--- src/rtl/multdiv_issue_ctrl.sv ---
// Issue controller for the iterative multiply/divide unit: latches one request,
// strobes the unit, stalls the pipe, and holds the result (or a timeout) for writeback.
module multdiv_issue_ctrl #(
  parameter int unsigned LATENCY_MAX = 40,
  parameter int unsigned RD_W        = 5
) (
  input  logic            clock,
  input  logic            resetn,
  input  logic            op_valid,
  input  logic            op_is_div,
  input  logic [31:0]     op_a,
  input  logic [31:0]     op_b,
  input  logic [RD_W-1:0] op_rd,
  output logic [31:0]     md_operandA,
  output logic [31:0]     md_operandB,
  output logic            md_ctrl_MULT,
  output logic            md_ctrl_DIV,
  input  logic [31:0]     md_result,
  input  logic            md_exception,
  input  logic            md_resultRDY,
  output logic            stall,
  output logic            wb_valid,
  output logic [31:0]     wb_data,
  output logic            wb_exception,
  output logic [RD_W-1:0] wb_rd,
  input  logic            wb_ack,
  output logic            busy
);

  localparam int unsigned WD_W = $clog2(LATENCY_MAX);
  // The watchdog counts WAIT cycles; WAIT starts one cycle after the strobe.
  localparam logic [WD_W-1:0] WD_FIRE = WD_W'(LATENCY_MAX - 2);

  typedef enum logic [1:0] {IDLE, START, WAIT, DONE} state_t;

  state_t          state, state_nxt;
  logic [WD_W-1:0] wd, wd_d;
  logic            is_div_q, is_div_d;
  logic [RD_W-1:0] rd_q, rd_d;
  logic [31:0]     opa_d, opb_d, wb_data_d;
  logic            wb_exception_d;
  logic [RD_W-1:0] wb_rd_d;
  logic            mult_d, div_d, wb_valid_d, busy_d;
  logic            accept_c, ready_c, timeout_c;

  assign accept_c  = (state == IDLE) && op_valid;
  assign ready_c   = (state == WAIT) && md_resultRDY;
  assign timeout_c = (state == WAIT) && (wd == WD_FIRE);

  always_ff @(posedge clock or negedge resetn) begin
    if (!resetn) state <= IDLE;
    else         state <= state_nxt;
  end

  always_comb begin
    state_nxt = state;
    case (state)
      IDLE:    if (op_valid) state_nxt = START;
      START:   state_nxt = WAIT;
      WAIT:    if (md_resultRDY || timeout_c) state_nxt = DONE;
      DONE:    if (wb_ack) state_nxt = IDLE;
      default: state_nxt = IDLE;
    endcase
  end

  // Next values for every registered output and internal register.
  always_comb begin
    opa_d          = md_operandA;
    opb_d          = md_operandB;
    rd_d           = rd_q;
    is_div_d       = is_div_q;
    wd_d           = wd;
    wb_data_d      = wb_data;
    wb_exception_d = wb_exception;
    wb_rd_d        = wb_rd;
    if (accept_c) begin
      opa_d    = op_a;
      opb_d    = op_b;
      rd_d     = op_rd;
      is_div_d = op_is_div;
    end
    if (state == START) wd_d = '0;
    else if (state == WAIT) wd_d = wd + WD_W'(1);
    // Ready has priority over a coincident timeout.
    if (ready_c) begin
      wb_data_d      = md_result;
      wb_exception_d = md_exception;
      wb_rd_d        = rd_q;
    end else if (timeout_c) begin
      wb_data_d      = '0;
      wb_exception_d = 1'b1;
      wb_rd_d        = rd_q;
    end
    mult_d     = accept_c && !op_is_div;
    div_d      = accept_c && op_is_div;
    wb_valid_d = (state_nxt == DONE);
    busy_d     = (state_nxt != IDLE);
  end

  always_ff @(posedge clock or negedge resetn) begin
    if (!resetn) begin
      md_operandA  <= '0;
      md_operandB  <= '0;
      rd_q         <= '0;
      is_div_q     <= 1'b0;
      wd           <= '0;
      wb_data      <= '0;
      wb_exception <= 1'b0;
      wb_rd        <= '0;
      md_ctrl_MULT <= 1'b0;
      md_ctrl_DIV  <= 1'b0;
      wb_valid     <= 1'b0;
      busy         <= 1'b0;
      stall        <= 1'b0;
    end else begin
      md_operandA  <= opa_d;
      md_operandB  <= opb_d;
      rd_q         <= rd_d;
      is_div_q     <= is_div_d;
      wd           <= wd_d;
      wb_data      <= wb_data_d;
      wb_exception <= wb_exception_d;
      wb_rd        <= wb_rd_d;
      md_ctrl_MULT <= mult_d;
      md_ctrl_DIV  <= div_d;
      wb_valid     <= wb_valid_d;
      busy         <= busy_d;
      stall        <= busy_d;
    end
  end

endmodule

--- config.mk ---
export PLATFORM = sky130hd
export DESIGN_NAME = multdiv_issue_ctrl
export DESIGN_NICKNAME = d
export VERILOG_FILES = /design/src/rtl/multdiv_issue_ctrl.sv
export SDC_FILE = /design/constraint.sdc
export NUM_CORES = 1
export LEC_CHECK = 0
export BUFFER_PORTS_ARGS = -buffer_cell sky130_fd_sc_hd__buf_2
export CAP_MARGIN = 0
export CORE_ASPECT_RATIO = 0.5
export CORE_MARGIN = 2
export CORE_UTILIZATION = 50
export CTS_CLUSTER_DIAMETER = 100
export DETAILED_ROUTE_END_ITERATION = 6
export PLACE_DENSITY_LB_ADDON = 0.25
export SLEW_MARGIN = 20
export SYNTH_ARGS = -nofsm -noshare
export SYNTH_HDL_FRONTEND = slang
export SYNTH_SLANG_ARGS = --single-unit
export TNS_END_PERCENT = 30
--- constraint.sdc ---
create_clock -name clock -period 2.66 [get_ports clock]
set_clock_uncertainty 0.1 [all_clocks]
set_input_delay 0.532 -clock clock [delete_from_list [all_inputs] [get_ports clock]]
set_output_delay 0.532 -clock clock [all_outputs]
set_load 0.02 [all_outputs]
Word-level counts from Yosys, hierarchy flattened

Index checks and enable logic that the tools add are counted.

Word-level logic and storage cells: 41
Input port bits: 108
Register bits: 119

Equal/unequal tests: 5
Muxes and demuxes: 12
Add/sub/neg operators: 1
Reductions and logical operators: 11

Operators by type and width:

| cell                                                            | number |
|---|---|
| 32-bit two-way mux                                              | 2 |
| 6-bit two-way mux                                               | 2 |
| 5-bit two-way mux                                               | 2 |
| 2-bit case mux with 4 select lines                              | 1 |
| 6-bit by 1-bit adder with 6-bit output, second input constant   | 1 |
| 2-bit == test, second input constant                            | 3 |
| 6-bit == test, second input constant                            | 1 |
| 2-bit two-way mux                                               | 3 |
| 2-bit nonzero test                                              | 3 |
| 1-bit logical AND                                               | 5 |
| 2-bit by 1-bit == test with 1-bit output, second input constant | 1 |
| 2-bit logical NOT                                               | 1 |
| 1-bit two-way mux                                               | 2 |
| 1-bit logical NOT                                               | 1 |
| 1-bit logical OR                                                | 1 |

Depth between registers and ports, before layout

Gate-level depths: netlist of the first run.

Depth in word-level cells: 6
Depth in mapped cells: 7
Depth with buffers taken out: 5

Worst setup path before layout of the first run

Ideal clock, no wire load.

Path kind: register to register
Start point: register state[0]
End point: register wb_rd[0]
Required time: 2.435 ns
Stages on the path, launching flop included: 7
Clock period less this slack: 1.710 ns
Arrival time: 1.485 ns
Path buffers: 1
Slack: 0.950 ns
Cell sequence: dfrtp_1 > inv_1 > ha_1 > and2_1 > buf_2 > a21o_4 > mux2_4

Longest elaborated chain between the ends: 3

RTL lines:

| what                                                           | RTL line | text |
|---|---|---|
| start, declared                                                | 36       | `state_t state, state_nxt;` |
| start signal, assigned                                         | 52       | `else state <= state_nxt;` |
| 2-bit == test *                                                | 47, 48   |  |
| 1-bit logical AND (on tied branches)                           | 47, 48   |  |
| 5-bit two-way mux / 2-bit nonzero test (equally long branches) | n/a      |  |
| end signal, assigned                                           | 123      | `wb_rd <= wb_rd_d;` |
| end, declared                                                  | 25       | `output logic [RD_W-1:0] wb_rd,` |

Mark *: on every way between the ends. The rest lies on a longest branch, timed or not.
A chain may end at the register's enable or synchronous reset.

Final worst setup path of the first run

Start point: register state[0]
End point: register wd[5]

Longest elaborated chain between the ends: 2

RTL lines:

| what                                                                             | RTL line | text |
|---|---|---|
| 2-bit by 1-bit == test with 1-bit output / 2-bit == test (equally long branches) | 82, 83   |  |
| 6-bit two-way mux / 2-bit nonzero test (equally long branches)                   | n/a      |  |
| end signal, assigned                                                             | 120      | `wd <= wd_d;` |
| end, declared                                                                    | 37       | `logic [WD_W-1:0] wd, wd_d;` |

Parallel ways exist; a longest one is shown, timed or not.

==> metrics.txt, run 1 <==
CTS tree yes; commonest non-fill, non-tap cell in the layout buf_2; syn nets approximately 480; HPWL after detailed placement 7327 µm; Setup WS post-layout 0.8280 ns; full die area 10,260 µm²; CP Class register to register; Cell Rows 24; Final TNS setup 0 ns; CORE AREA about 8900 µm²; number of synthesized register bits around 120; CP bufs+invs 1; GRT overflow 0; first-pass iteration count of the detailed router 4; Final #Nets roughly 700; slew margin rel. between 60% and 70%; GRT Total Usage 21.75%; met3 Usage GRT 8.661%; Netlist cell types 37; synth warn 0; Critical Path Max Stage Delay 0.42 ns; PostCTS Resize Cnt 0; Worst-path clk slew about 0.060 ns; initial cell density of the core between 50% and 60%; initial antenna violation count 0; slowest CP cell dfrtp_1; CP arrival about 2.1 ns; Final setup viols 0; Clock Latency Late Sink 0.40 ns; sequential area share after synthesis 63.25%; first-pass GRT wire length ~17,000 µm; global placement routability congestion ~0.83; met2 GRT Util between 30% and 40%; P_leak 3.271 nW; Final Hold Violating Endpoints 0; synth top area cells dfrtp_1 (63%), mux2_2 (17%), nand2_1 (5.6%), o21ai_0 (3.8%), ha_1 (1.9%); Avg WL per Cell around 15 µm; crit path capture type register; CTS buffer count 17; Critical Path Source Type register; post-layout util 72.83%; n_diodes 0; CTS Sinks 119; largest net degree at the start of global routing slightly above 70; status complete, no violations; Syn Area/Cell 13.01 µm²; CTS hold repair buffers 0; Bufs on Longest Clock Path 2; most frequent cells in the layout buf_2 (213), dfrtp_1 (119), nand2_1 (69), mux2_2 (69), o21ai_0 (36); Port Buffers between 200 and 250; antenna viol nets, final 0; Die X 141.2 µm; Synth Cell Area 4708 µm²; final wirelength 10,620 µm; Chip Height 72.62 µm; fin crit share 68.87%; DR vias/cell 4.873; maximum VDD drop 0.8252 mV; Ports between 200 and 250; DR vias about 3.5k; critical path's top delay family simple AND/OR/NAND/NOR gates; Fmax approximately 0.55 GHz; postcts setup bufs 0; MaxCap Viol Count 0; fraction of layout instances using a drive strength above 1 55.44%; cell taking the most area after synthesis dfrtp_1; fin crit period 1.832 ns; htree depth 4; DR DRC count 0; vias in the first global route 3,544; Pins Over Slew Limit 0; crit-path cells inv_1 > ha_1 > nand4_1 > or3_1 > a22oi_1; share of the synthesized area in the top cell type 63.25%; Crit path required time 2.88 ns; Power Density 1362 nW/µm²; GRT met1 Usage 26.80%; worst min-delay path category primary input to async pin; DR iter-0 viols 140; RSZ-0062 raised after global routing no; CP Max Fanout 7; Mapped Cells 362; GR peak layer met2; Worst Tran Pin Value 0.5444 ns; area grow syn2layout 37.95%; pre-CTS setup slack 0.8231 ns; Root Driver clkbuf_16
## per-layer routing
metal  vias to the layer above  wire length, µm
met5                         -                0
met2                       126             5151
met1                      1662             4513
met3                        10              852
met4                         0               98
li1                       1681                -
## path summary, 6_finish.rpt
check	start	slack [ns]	depth (start not counted)	end
max	state[0]	0.83	5	wd[5]
min	resetn	0.01	1	md_operandB[2]
max reg2reg	state[0]	0.83	5	wd[5]
min reg2reg	md_operandA[0]	0.39	1	md_operandA[0]
max in group asynchronous	resetn	1.78	2	wb_data[31]
min in group clock	op_is_div	0.19	2	md_ctrl_MULT
## cell usage after synthesis
cell type and count:
buf_2 9, o211ai_1 1, a22o_1 1, buf_6 1
nor2b_1 1, mux2_2 69, o22a_1 1, a21o_4 1
nand3_1 1, mux2i_1 1, o21ai_1 1, and4bb_4 1
o21ai_0 36, a211oi_1 1, nand3b_1 1, and3_1 1
xor2_1 1, clkbuf_2 2, nand2_1 70, nor2_1 4
a21oi_1 2, ha_1 7, mux2_4 5, nand2b_1 3
o31ai_1 2, or3_1 2, inv_1 4, nand4_1 1
dfrtp_1 119, nor3b_1 1, a22oi_1 1, buf_4 1
a31oi_1 1, clkbuf_1 5, and2_4 1, and2_1 2
o21bai_1 1
## worst register-to-register path, stage by stage, from the launching register on
cell and delay, ns:
dfrtp_1 0.42, inv_1 0.11, ha_1 0.40, nand4_1 0.18
or3_1 0.38, a22oi_1 0.16
## cell families (layout without fill, tap and decap cells)
family,Yosys count,count (layout),synth area share (%)
flops,119,119,63.25
simple gates,89,89,8.185
mux,75,75,18.31
compound gates,49,49,5.926
buf+inv,22,257,2.285
fa+ha+maj,7,7,1.860
xor+xnor,1,1,0.1861
## stage by stage
| step | hold WS, ns | cells | power [mW] | instance area (µm²) |
|---|---|---|---|---|
| CTS | 0.02636 | 714 | 8.926 | 6495 |
| floorplan | 0.1364 | 362 | 5.425 | 4708 |
| global route | 0.05029 | 714 | 9.371 | 6495 |
| global placement | 0.3798 | 682 | 6.557 | 5916 |
| finish | 0.01196 | 714 | 8.843 | 6495 |
| detailed placement | 0.3876 | 682 | 6.665 | 5916 |
## where the power goes
group	internal, mW	switching [mW]
registers	2.68	0.438
clock network	1.38	0.845
logic	1.45	2.06
total	5.50	3.34
## registers in the layout, summed over array words and instances, names as in the netlist
register and flops:
busy 1, rd_q 5, wd 6, wb_valid 1, md_ctrl_MULT 1, wb_rd 5
state 2, md_operandB 32, wb_exception 1, wb_data 32, md_operandA 32, md_ctrl_DIV 1
## area by class of cell
cell class / count / area, µm²
clock buffer: 17 / 425.4
inverter: 4 / 15.01
multi-input combinational: 221 / 1625
fill: 633 / 2424
clock inverter: 15 / 153.9
sequential: 119 / 2978
tap: 117 / 146.4
timing repair buffer: 221 / 1151
Note: power is estimated with default switching activity, not from simulation.
==> run 2: changes to the inputs <==
Settings changed: CORE_UTILIZATION 50 to 42.
Clock period 2.66 ns to 1.6 ns, I/O delays scaled along.
==> metrics.txt, run 2 (same netlist as run 1, synthesis figures left out) <==
failing checks setup timing; CTS Sinks 119; Register Area 2979 µm²; multi-input logic area 1678 µm²; placed cell count 719; Bufs on Longest Clock Path 2; CORE AREA around 11,000 µm²; CTS buffer count 17; Clock Latency Late Sink 0.40 ns; Setup WS post-layout -0.07831 ns; crit path capture type register; area grow syn2layout 44.65%; Chip Height 78.87 µm; Port Buffers between 200 and 250; final cell count without fillers 758; slew margin rel. approximately three quarters; CP Class register to register; DR vias/cell 4.628; Top Registers md_operandA x32, md_operandB x32, wb_data x32; CP arrival 1.86 ns; full die area 12,120 µm²; first-pass GRT wire length 18,200 µm; CP bufs+invs 1; Hold Crit Start md_result[1]; Final setup viols 7; Pins Over Slew Limit 0; Reg-to-Reg End wb_rd[3]; Cell Rows 27; fillers 905; vias in the first global route 3,613; CTS tree yes; Worst Tran Pin Value 0.3667 ns; Critical Path Source Type register; DR vias 3,508; pre-CTS setup slack -0.1144 ns; antenna viol nets, final 0; crit-path cells inv_2 > ha_4 > and4bb_4 > a21o_4 > mux2_4; first-pass iteration count of the detailed router 4; initial cell density of the core 43.02%; fin crit period 1.678 ns; Ports 215; n_diodes 0; critical path's top delay family flip-flops; htree depth 4; WHS Endpoint wb_data[1]; initial antenna violation count 0; worst min-delay path category primary input to register; Crit path required time ~1.8 ns; Reg2Reg Depth 5; reg2reg start state[0]; Hold Path Stages 3; CP Max Fanout 5; global placement routability congestion 0.7383; Die X 153.7 µm; Root Driver clkbuf_16; DR DRC count 0; MaxCap Viol Count 0; Worst-path clk slew 0.06 ns; largest net degree at the start of global routing 43; Fmax 0.5958 GHz; Final Hold Violating Endpoints 0; status finished, violations left; P_leak 3.421 nW; slowest CP cell dfrtp_1; RSZ-0062 raised after global routing yes; Power Density approximately 2300 nW/µm²; fraction of layout instances using a drive strength above 1 57.10%; Final #Nets approximately 720; Critical Path Max Stage Delay ~0.38 ns; fin crit share 104.9%; maximum VDD drop 1.193 mV; R2R setup slack -0.08 ns; most frequent cells in the layout buf_2 (213), dfrtp_1 (118), nand2_1 (69), mux2_2 (69), o21ai_1 (30); commonest non-fill, non-tap cell in the layout buf_2; HPWL after detailed placement roughly 8000 µm; GRT overflow 0; DR iter-0 viols 115; Avg WL per Cell ~15 µm; final wirelength 11,310 µm; GRT Total Usage 19.22%
## run 2: worst register-to-register path: stages (launching register included)
cell      delay (ns)
dfrtp_1         0.38
inv_2           0.12
ha_4            0.17
and4bb_4        0.29
a21o_4          0.19
mux2_4          0.31
## run 2: stage by stage
stage	TNS (ns)	utilization (%)	cell area [µm²]	hold WS (ns)	total power [mW]
2_1_floorplan	-0.1004	-	4742	-0.07559	9.096
3_3_place_gp	-2.114	55.46	6071	0.1633	11.16
3_5_place_dp	-6.513	55.46	6071	0.1661	11.33
4_1_cts	-0.8582	61.88	6773	0.006406	15.65
5_1_grt	-2.331	62.22	6810	0.02897	16.51
6_report	-0.4392	62.22	6810	0.02166	15.58
## run 2: repair_timing
action	CTS	global route
endpoints found under the setup margin	101	106
cloned	2	0
buffers inserted	0	3
pin swaps	9	7
hold buffers	2	0
hold endpoints to repair	24	0
gates resized for setup	22	15
## run 2: per-layer routing
metal / vias to the layer above / wire (µm) / track usage (%)
met2: 106 / 5437 / 32.27
met5: - / 0 / 0
met4: 0 / 136 / 6.881
met1: 1677 / 5134 / 24.48
met3: 12 / 602 / 4.967
li1: 1713 / - / -
## run 2: layout make-up
| type | count | area share (%) |
|---|---|---|
| Sequential cell | 119 | 43.74 |
| Multi-Input combinational cell | 222 | 24.64 |
| Timing Repair Buffer | 236 | 19.40 |
| Clock buffer | 19 | 6.357 |
| Clock inverter | 13 | 2.976 |
| Tap cell | 145 | 2.664 |
| Inverter | 4 | 0.2205 |
## run 2: how the worst max path moves through the flow
stage | end | depth (start not counted) | from | slack (ns)
floorplan | wb_rd[0] | 6 | state[0] | -0.02
global placement | busy | 5 | state[1] | -0.06
detailed placement | wb_data[12] | 5 | state[0] | -0.11
CTS | wb_rd[3] | 5 | state[0] | -0.1
global route | wb_rd[1] | 5 | state[0] | -0.13
finish | wb_rd[3] | 5 | state[0] | -0.08
## run 2: power by group
| part | leakage, nW | total, mW | switching (mW) | internal [mW] |
|---|---|---|---|---|
| Sequential | 1.44 | 5.16 | 0.695 | 4.46 |
| Combinational | 1.67 | 6.31 | 3.57 | 2.74 |
| Clock | 0.307 | 4.12 | 1.36 | 2.76 |
| Total | 3.42 | 15.6 | 5.63 | 9.96 |
==> run 3: changes to the inputs <==
--- a/config.mk
+++ b/config.mk
@@ -13,4 +13,5 @@
 export CTS_CLUSTER_DIAMETER = 100
 export DETAILED_ROUTE_END_ITERATION = 6
+export GPL_ROUTABILITY_DRIVEN = 0
 export PLACE_DENSITY_LB_ADDON = 0.25
 export SLEW_MARGIN = 20
==> constraint.sdc (replaced) <==
create_clock -name clock -period 1.6 [get_ports clock]
set_clock_uncertainty 0.1 [all_clocks]
set_input_delay 0.08 -clock clock [delete_from_list [all_inputs] [get_ports clock]]
set_output_delay 0.08 -clock clock [all_outputs]
set_load 0.02 [all_outputs]
==> metrics.txt, run 3 (same netlist as run 1, synthesis figures left out) <==
Root Driver clkbuf_16; maximum VDD drop 0.9826 mV; GRT Total Usage between 20% and 30%; Clk pwr share 23.3%; fin crit period 1.646 ns; Ports approximately 220; DR iter-0 viols 196; CORE AREA 10,950 µm²; Bufs on Longest Clock Path 2; CP Max Fanout 5; Final Hold Violating Endpoints 0; slew margin rel. 76.00%; commonest non-fill, non-tap cell in the layout buf_2; Worst Tran Pin Value 0.3601 ns; failing checks setup timing; CTS tree yes; Die X 153.7 µm; critical path's top delay family flip-flops; DR vias/cell 4.772; slowest CP cell dfrtp_1; area grow syn2layout 72.26%; CP bufs+invs 1; CP arrival 1.83 ns; RSZ-0062 raised after global routing yes; htree depth 4; P_leak between 4 and 5 nW; MaxCap Viol Count 0; Pins Over Slew Limit 0; vias in the first global route 4,270; Port Buffers 214; post-route cell area approximately 8100 µm²; DR DRC count 0; Int Pwr 10.46 mW; initial antenna violation count 0; Chip Height 78.87 µm; fraction of layout instances using a drive strength above 1 49.37%; first-pass GRT wire length approximately 21,000 µm; Top Registers md_operandA x32, md_operandB x32, wb_data x32; Final TNS setup -0.4292 ns; Comb pwr share approximately 45%; worst min-delay path category primary input to register; final wirelength 14,780 µm; NetSw 6.111 mW; Critical Path Source Type register; first-pass iteration count of the detailed router 4; most frequent cells in the layout buf_2 (213), dfrtp_1 (119), dlygate4sd3_1 (105), nand2_1 (69), mux2_4 (67); GRT overflow 0; HPWL after detailed placement 7582 µm; CTS buffer count 17; CP Class register to register; DR vias slightly above 4k; share of power burned in registers 32.0%; n_diodes 0; antenna viol nets, final 0; fin crit share 102.9%; Cell Rows 27; Critical Path Max Stage Delay 0.38 ns; crit-path cells inv_2 > ha_4 > and4bb_4 > a21o_4 > mux2_4; CTS Sinks 119; Setup WS post-layout -0.04595 ns; Final setup viols 27; crit path capture type register; Fmax 0.6076 GHz; dpl cell area between 6000 and 7000 µm²; Final #Nets between 800 and 900; Crit path required time 1.78 ns; largest net degree at the start of global routing 68; switching portion of total power 36.88%; Power Density 2043 nW/µm²; status finished, violations left; Worst-path clk slew around 0.050 ns; initial cell density of the core about 43%; Clock Latency Late Sink 0.40 ns; full die area about 12,000 µm²; Avg WL per Cell 17.11 µm
[run 3: changes by cell type in the layout (fill, tap and decap cells not counted), sizes merged]
| cell | delta |
|---|---|
| and2 | +1 |
| buf | +1 |
| bufinv | -2 |
| clkbuf | +2 |
| clkinv | +1 |
| dlygate4sd3 | +103 |
[run 3: per-stage QoR]
step	setup slack, ns	util (%)	cells	total power [mW]	hold WS (ns)
floorplan	-0.02008	-	362	9.096	-0.3156
global placement	-0.05144	55.53	720	11.19	0.002086
detailed placement	-0.08929	55.53	720	11.36	0.003115
CTS	-0.07011	71.40	860	15.67	0.01738
global route	-0.08615	74.10	864	17.44	0.02677
finish	-0.04595	74.10	864	16.57	0.03273
[run 3: cell type report]
cell class / count / area, µm²
flip-flops and latches: 119 / 2978
repair buffers: 341 / 2410
inverters: 4 / 15.01
clock buffers: 20 / 446.7
fillers: 717 / 2835
well taps: 145 / 181.4
multi-input cells: 223 / 1928
clock inverters: 12 / 151.4
[run 3: final timing paths]
path / from / cells past startpoint / endpoint / slack (ns)
worst max-delay path: state[0] / 5 / wb_rd[1] / -0.05
worst min-delay path: md_resultRDY / 4 / state[0] / 0.03
worst max register to register: state[0] / 5 / wb_rd[1] / -0.05
worst min register to register: md_operandA[0] / 1 / md_operandA[0] / 0.40
max in group asynchronous: resetn / 3 / wb_data[9] / 0.93
min in group asynchronous: resetn / 3 / md_operandB[24] / 0.13
[run 3: per-layer routing]
metal,vias up,wire [µm],track usage (%)
li1,1932,-,-
met1,2020,6174,26.86
met2,146,7578,40.27
met4,0,271,8.165
met5,-,0,0
met3,25,756,6.059
[run 3: tightest hold or removal path: cells and delay by family]
kind            cells  cell delay [ns]
compound gates      1             0.05
buf+inv             1             0.10
simple gates        2             0.25
[run 3: power by group through the flow]
stage               logic, mW  registers, mW  clock network [mW]
global placement         6.05           5.14                   0
detailed placement       6.17           5.19                   0
finish                   7.41           5.30                3.87
CTS                      6.58           5.17                3.92
floorplan                2.28           6.82                   0
global route             7.89           5.45                4.10
[run 3: repair_timing]
action / 4_1_cts / 5_1_grt
endpoints found under the hold margin: 223 / 0
hold buffers: 105 / 0
pin swaps: 1 / 5
setup endpoints to repair: 105 / 105
gates resized for setup: 8 / 73
gates cloned: 3 / 2
setup buffers: 0 / 2
